==> src/rtl/inst_fetch.sv <==
// Instruction fetch stage: keeps the PC, assembles each 32-bit instruction from
// four byte reads, and presents it to IF/ID while honouring stall and branch redirects.
module inst_fetch #(
    parameter logic [31:0] RESET_PC = 32'h0000_0000
) (
    input  logic        clk,
    input  logic        rst,
    input  logic        stall,
    input  logic        branch_flag,
    input  logic [31:0] branch_target,
    output logic        mem_req,
    output logic [31:0] mem_addr,
    input  logic [7:0]  mem_rdata,
    input  logic        mem_rvalid,
    output logic [31:0] if_pc,
    output logic [31:0] if_inst,
    output logic        if_valid
);

    localparam logic [1:0] IDLE  = 2'd0;
    localparam logic [1:0] FETCH = 2'd1;
    localparam logic [1:0] VALID = 2'd2;

    logic [1:0]  state_r;
    logic [31:0] pc_r;
    logic [1:0]  cnt_r;
    logic [31:0] buf_r;
    logic [31:0] next_buf_s;

    // Merge the incoming byte into its lane; byte at pc+0 lands in the top lane.
    always_comb begin
        next_buf_s = buf_r;
        case (cnt_r)
            2'd0:    next_buf_s[31:24] = mem_rdata;
            2'd1:    next_buf_s[23:16] = mem_rdata;
            2'd2:    next_buf_s[15:8]  = mem_rdata;
            2'd3:    next_buf_s[7:0]   = mem_rdata;
            default: next_buf_s        = buf_r;
        endcase
    end

    assign mem_req  = (state_r == FETCH);
    assign mem_addr = pc_r + {30'd0, cnt_r};

    // Fetch sequencing; a branch overrides stall and any byte delivered that cycle.
    always_ff @(posedge clk) begin
        if (rst) begin
            state_r  <= IDLE;
            pc_r     <= RESET_PC;
            cnt_r    <= 2'd0;
            buf_r    <= 32'd0;
            if_valid <= 1'b0;
            if_pc    <= 32'd0;
            if_inst  <= 32'd0;
        end else if (branch_flag) begin
            state_r  <= FETCH;
            pc_r     <= branch_target;
            cnt_r    <= 2'd0;
            buf_r    <= 32'd0;
            if_valid <= 1'b0;
            if_pc    <= 32'd0;
            if_inst  <= 32'd0;
        end else begin
            case (state_r)
                IDLE: begin
                    state_r <= FETCH;
                    cnt_r   <= 2'd0;
                end
                FETCH: begin
                    if (mem_rvalid) begin
                        buf_r <= next_buf_s;
                        if (cnt_r == 2'd3) begin
                            if_valid <= 1'b1;
                            if_pc    <= pc_r;
                            if_inst  <= next_buf_s;
                            pc_r     <= pc_r + 32'd4;
                            cnt_r    <= 2'd0;
                            state_r  <= VALID;
                        end else begin
                            cnt_r <= cnt_r + 2'd1;
                        end
                    end else begin
                        state_r <= FETCH;
                    end
                end
                VALID: begin
                    if (!stall) begin
                        if_valid <= 1'b0;
                        if_pc    <= 32'd0;
                        if_inst  <= 32'd0;
                        state_r  <= FETCH;
                    end else begin
                        state_r <= VALID;
                    end
                end
                default: begin
                    state_r <= IDLE;
                    cnt_r   <= 2'd0;
                end
            endcase
        end
    end

endmodule

==> config.mk <==
export PLATFORM = sky130hd
export DESIGN_NAME = inst_fetch
export DESIGN_NICKNAME = d
export VERILOG_FILES = /design/src/rtl/inst_fetch.sv
export SDC_FILE = /design/constraint.sdc
export NUM_CORES = 1
export LEC_CHECK = 0
export CAP_MARGIN = 20
export CORE_ASPECT_RATIO = 1.5
export CORE_UTILIZATION = 51
export CTS_BUF_LIST = sky130_fd_sc_hd__clkbuf_2
export CTS_CLUSTER_SIZE = 12
export DETAILED_ROUTE_END_ITERATION = 8
export GPL_ROUTABILITY_DRIVEN = 0
export HOLD_SLACK_MARGIN = 0.05
export PLACE_DENSITY = 0.85
export SYNTH_ARGS = -nofsm -noshare
export SYNTH_HDL_FRONTEND = slang
export SYNTH_SLANG_ARGS = --single-unit
==> constraint.sdc <==
create_clock -name clk -period 3.3 [get_ports clk]
set_input_delay 0.66 -clock clk [delete_from_list [all_inputs] [get_ports clk]]
set_output_delay 0.66 -clock clk [all_outputs]
set_load 0.02 [all_outputs]
==> reports/metrics.cfg, run 1 <==
[yosys]
synth_flop_cell=dfxtp_1
synthesis.instances=711
yosysSeqAreaShare_pct=42.1
yosys_warnings=0
synthesis.area_sq_um=5940
synth_nets=764
yosys_register_bits=125
synth-edff-count=0
async_flop_share_pct=0
netlist-cell-type-count=53
synth.avg_cell_area_sq_um=8.35

[global_routing]
antenna_found_initial=0
grt_usage_pct=30.7
grt_pass1_wl_um=29300
grt_pass1_vias=5973
grt_max_degree=79
overflow=0

[cts]
clockBufferDepth=2
cts_sinks=125
numCtsBuffers=17
htreeDepth=4
cts_root_buf=clkbuf_2
clkSlewWorstSetupHoldPaths_ns=0.23
clk_latency_ns=0.72
cts_tree=built

[layout]
syn2layout_area_growth_pct=34.3
layout.nets=897
drive_gt1_share_pct=16.6
layout_commonest_cell=nor2_1
fin_cells=1004
final_cell_mix=nor2_1 (135), clkdlybuf4s50_1 (112), dfxtp_1 (108), buf_4 (43)
diodes=0
fin_area_sq_um=7980
final_util_pct=71.4
fillers=821

[timing]
fin_skew_ns=0.0399
setup_viol=0
tightest_slew_ns=0.558
rsz0062_at_grt=yes
min_period_ns=3.26
hold_violations=0
finalMaxSlewViolations=0
timing.setup.tns_ns=0
slew_headroom_pct=62.8
holdWs_ns=0.474
setup_slack_ns=0.0354
max_freq_mhz=306
timing.final.crit_share_pct=98.9

[floorplan]
die_y_um=134
die_x_um=90.1
die_area_sq_um=12100
std_cell_rows=47
ios=143
core_area_sq_um=11200
initial_core_util_pct=53.2

[worst_setup_path]
arrival_ns=2.60
slowest_stage=or4_4
path_class=reg2out
required_ns=2.64
startpoint_type=flop
critPathMaxStageDelay_ns=0.55
critPathMaxFanout=9
path_cells=nand4_1 > or2_2 > or4_4 > xnor2_2 > buf_4
end_kind=output port

[power]
ir_drop_mv=0.263
power.total_mw=3.01
power_leakage_nw=2.95
power_density_nw_per_um2=377

[routing]
drt_first_pass_iters=5
drc_errors=0
initialDrtViolationCount=426
wirelength_um=18400
vias=5995
wl_per_cell_um=18.3
viasPerCell=5.97
ant_nets=0

[placement]
port_buffers=142
hpwl_um=13000
place_ws_ns=0.0439
dp.cells=970
dpl_cell_area_sq_um=7600

[flow_run]
drv_cap=0

[status]
run_status=finished, final reports clean

[worst_hold_path]
hold_path_class=reg2reg

## kinds of logic (layout without fill, tap and decap cells)
logic type	after synthesis	count (layout)	share of synthesized area [%]
adders and majority gates	8	8	1.81
buffers and inverters	83	229	5.62
AOI/OAI and AO/OA	152	152	17.6
DFF	125	125	42.1
xor gates and xnor gates	40	40	5.90
muxes	26	26	4.38
and+or+nand+nor	277	277	22.6
## sequential cells by signal, summed over array words and instances (netlist names)
register,count
if_inst,32
if_pc,32
pc_r,32
buf_r,24
cnt_r,2
state_r,2
if_valid,1
## per-layer routing
| layer | track usage (%) | part of all wire (%) |
|---|---|---|
| met1 | 31.8 | 36 |
| met2 | 54.6 | 51 |
| met3 | 7.14 | 7.7 |
| met4 | 21.3 | 5.6 |
| met5 | 0 | 0 |
## cell type report
cell class | instances | area, sq um | share of cell area [%]
Tap cell | 147 | 184 | 2.31
Timing Repair Buffer | 183 | 1680 | 21.0
Clock inverter | 15 | 170 | 2.13
Multi-Input combinational cell | 503 | 3270 | 41.0
Sequential cell | 125 | 2530 | 31.8
Inverter | 14 | 52.6 | 0.659
Clock buffer | 17 | 85.1 | 1.07
## critical path, delay by kind of cell (launching register included)
family,cells,cell delay (ns)
xor+xnor,1,0.16
buf+inv,1,0.15
flops,1,0.46
simple gates,3,1.10
## report_power, final
part	internal, mW	switching (mW)
Sequential	1.55	0.0617
Clock	0.420	0.612
Combinational	0.160	0.201
Total	2.13	0.875
## repair_timing
item                                    in CTS  in global routing
setup buffers                                1                  1
hold buffers                                 0                  0
endpoints found under the setup margin      30                 26
resized for setup                          114                 45
pin swaps                                   12                  3
endpoints found under the hold margin        0                  0
## worst paths after layout
check                                     to  slack, ns        from  cells past startpoint
worst max-delay path            mem_addr[26]       0.04    pc_r[20]                      5
worst min-delay path              if_inst[1]       0.47  if_inst[1]                      2
worst max register to register      pc_r[30]       0.81    cnt_r[0]                      7
worst min register to register    if_inst[1]       0.47  if_inst[1]                      2
## synthesized netlist by cell type (all sizes together), types with 2 or more instances
cell | count | area (sq um)
and3 | 3 | 18.8
nand2 | 41 | 154
o211a | 2 | 20.0
or2 | 2 | 12.5
a22oi | 34 | 255
a21o | 3 | 22.5
nand3 | 18 | 90.1
dfxtp | 125 | 2500
o31ai | 3 | 22.5
a211oi | 35 | 263
nand4b | 2 | 32.5
a21oi | 39 | 195
a311oi | 10 | 87.6
buf | 20 | 92.6
o21ai | 10 | 50.1
nor4 | 8 | 71.3
clkbuf | 49 | 189
and4 | 9 | 78.8
nor2 | 138 | 518
ha | 7 | 87.6
nor3 | 8 | 40.0
mux2i | 26 | 260
o41ai | 2 | 17.5
inv | 14 | 52.6
a2111oi | 3 | 26.3
and2 | 2 | 12.5
xnor2 | 24 | 210
a221oi | 2 | 17.5
a31oi | 3 | 18.8
or3 | 11 | 68.8
xor2 | 16 | 140
nand4 | 21 | 138
or4 | 8 | 60.1
(Power assumes the default switching activity.)
==> run 2, diff against run 1 <==
Settings changed: CAP_MARGIN 20 to default, CORE_UTILIZATION 51 to 55, PLACE_DENSITY 0.85 to 0.9.
Clock period 3.3 ns to 4.06 ns, I/O delays scaled along.
==> run 2 against run 1 <==
  * Utilization grew 1.8 points
  * Total power shrank 18%
  * Sequential cell count unchanged
  * Critical endpoint is now mem_addr[29]
  * Register-to-register slack gained 0.88 ns
  * Die area fell by 7.1%
  * Critical path type unchanged
  * Final area down 3.3%
==> reports/metrics.cfg, run 2 (synthesis results as in run 1) <==
[layout]
layout_commonest_cell=nor2_1
fillers=758
syn2layout_area_growth_pct=29.8
drive_gt1_share_pct=8.16
fin_cells=977
final_util_pct=73.2
diodes=0
layout.nets=873
final_cell_mix=nor2_1 (138), clkdlybuf4s50_1 (135), dfxtp_1 (121), nand2_1 (41), a21oi_1 (39)
top_regs=if_inst (32), if_pc (32), pc_r (32)

[routing]
wirelength_um=18300
ant_nets=0
drt_first_pass_iters=6
wl_per_cell_um=18.7
viasPerCell=6.22
drc_errors=0
vias=6073
initialDrtViolationCount=670

[global_routing]
antenna_found_initial=0
grt_usage_pct=32.6
grt_pass1_wl_um=28100
grt_pass1_vias=5753
overflow=0
grt_max_degree=49

[timing]
setup_viol=0
min_period_ns=3.99
holdWs_ns=0.474
finalMaxSlewViolations=0
max_freq_mhz=251
slew_headroom_pct=63.0
tightest_slew_ns=0.555
hold_violations=0
fin_skew_ns=0.0237
timing.final.crit_share_pct=98.2

[cts]
cts_root_buf=clkbuf_2
postCtsHoldBufs=0
clk_latency_ns=0.71
numCtsBuffers=17
clockBufferDepth=2
cts_sinks=125
clkSlewWorstSetupHoldPaths_ns=0.19
cts_tree=built
htreeDepth=4

[power]
power_switching_mw=0.682
ir_drop_mv=0.295
power_leakage_nw=2.73
p_seq_share_pct=53.5
power.total_mw=2.47
switching_share_pct=27.6
pwr-share-clk_pct=35.4
power_density_nw_per_um2=320
internal-power_mw=1.79
pwr-share-comb_pct=11.1

[worst_setup_path]
startpoint=pc_r[8]
end_kind=output port
startpoint_type=flop
arrival_ns=3.18
required_ns=3.25
path_class=reg2out
critPathMaxFanout=9
crit-reg2reg-launch=cnt_r[0]

[status]
run_status=finished, final reports clean

[worst_hold_path]
hold_start=if_inst[7]
hold_path_class=reg2reg

[placement]
dp.cells=943
port_buffers=142
hpwl_um=12500

[floorplan]
die_x_um=86.9
core_area_sq_um=10500
std_cell_rows=46
die_area_sq_um=11200
initial_core_util_pct=56.4
ios=143
die_y_um=129

[flow_run]
drv_cap=0

-- run 2: repair_timing --
item,in CTS,in global routing
resized for setup,13,15
setup endpoints to repair,16,13
buffers inserted,0,2
pin swaps,0,1
-- run 2: path summary, 6_finish.rpt --
check / endpoint / slack, ns / depth (start not counted)
max reg2reg: if_pc[17] / 1.69 / 7
min reg2reg: if_inst[7] / 0.47 / 2
min: if_inst[7] / 0.47 / 2
max: mem_addr[29] / 0.07 / 5
-- run 2: stage by stage --
step                      TNS [ns]  area (sq um)  setup slack (ns)
after global routing       -0.0741          7710           -0.0649
after CTS                   -0.456          7640            -0.112
after detailed placement         0          7370             0.338
after global placement           0          7370             0.376
final                            0          7710            0.0727
after floorplan                  0          5940             0.881
-- run 2: layer usage --
layer | GRT usage, % | share of wire [%] | vias to the layer above
li1 | - | - | 2753
met1 | 34.8 | 35 | 2772
met2 | 56.8 | 51 | 441
met3 | 8.03 | 9.0 | 107
met4 | 20.7 | 5.8 | 0
met5 | 0 | 0 | -
-- run 2: worst max-delay path: stages (launching register included) --
cell and delay [ns]:
dfxtp_1 0.63, nand4_4 0.33, nor4_2 0.45, nand4_1 0.16, xnor2_1 0.24, clkdlybuf4s50_1 0.65
-- run 2: power groups by stage --
stage          combinational [mW]  sequential, mW  clock, mW
2_1_floorplan               0.180            1.30          0
3_3_place_gp                0.264            1.34          0
3_5_place_dp                0.273            1.34          0
4_1_cts                     0.271            1.32      0.880
5_1_grt                     0.293            1.33      0.931
6_report                    0.275            1.32      0.874
-- run 2: layout make-up --
| type | count | area (sq um) | share of cell area [%] |
|---|---|---|---|
| clock buffer | 19 | 95.1 | 1.23 |
| tap | 144 | 180 | 2.34 |
| clock inverter | 13 | 173 | 2.24 |
| sequential | 125 | 2510 | 32.5 |
| multi-input combinational | 503 | 3160 | 41.0 |
| timing repair buffer | 159 | 1540 | 20.0 |
| inverter | 14 | 52.6 | 0.681 |
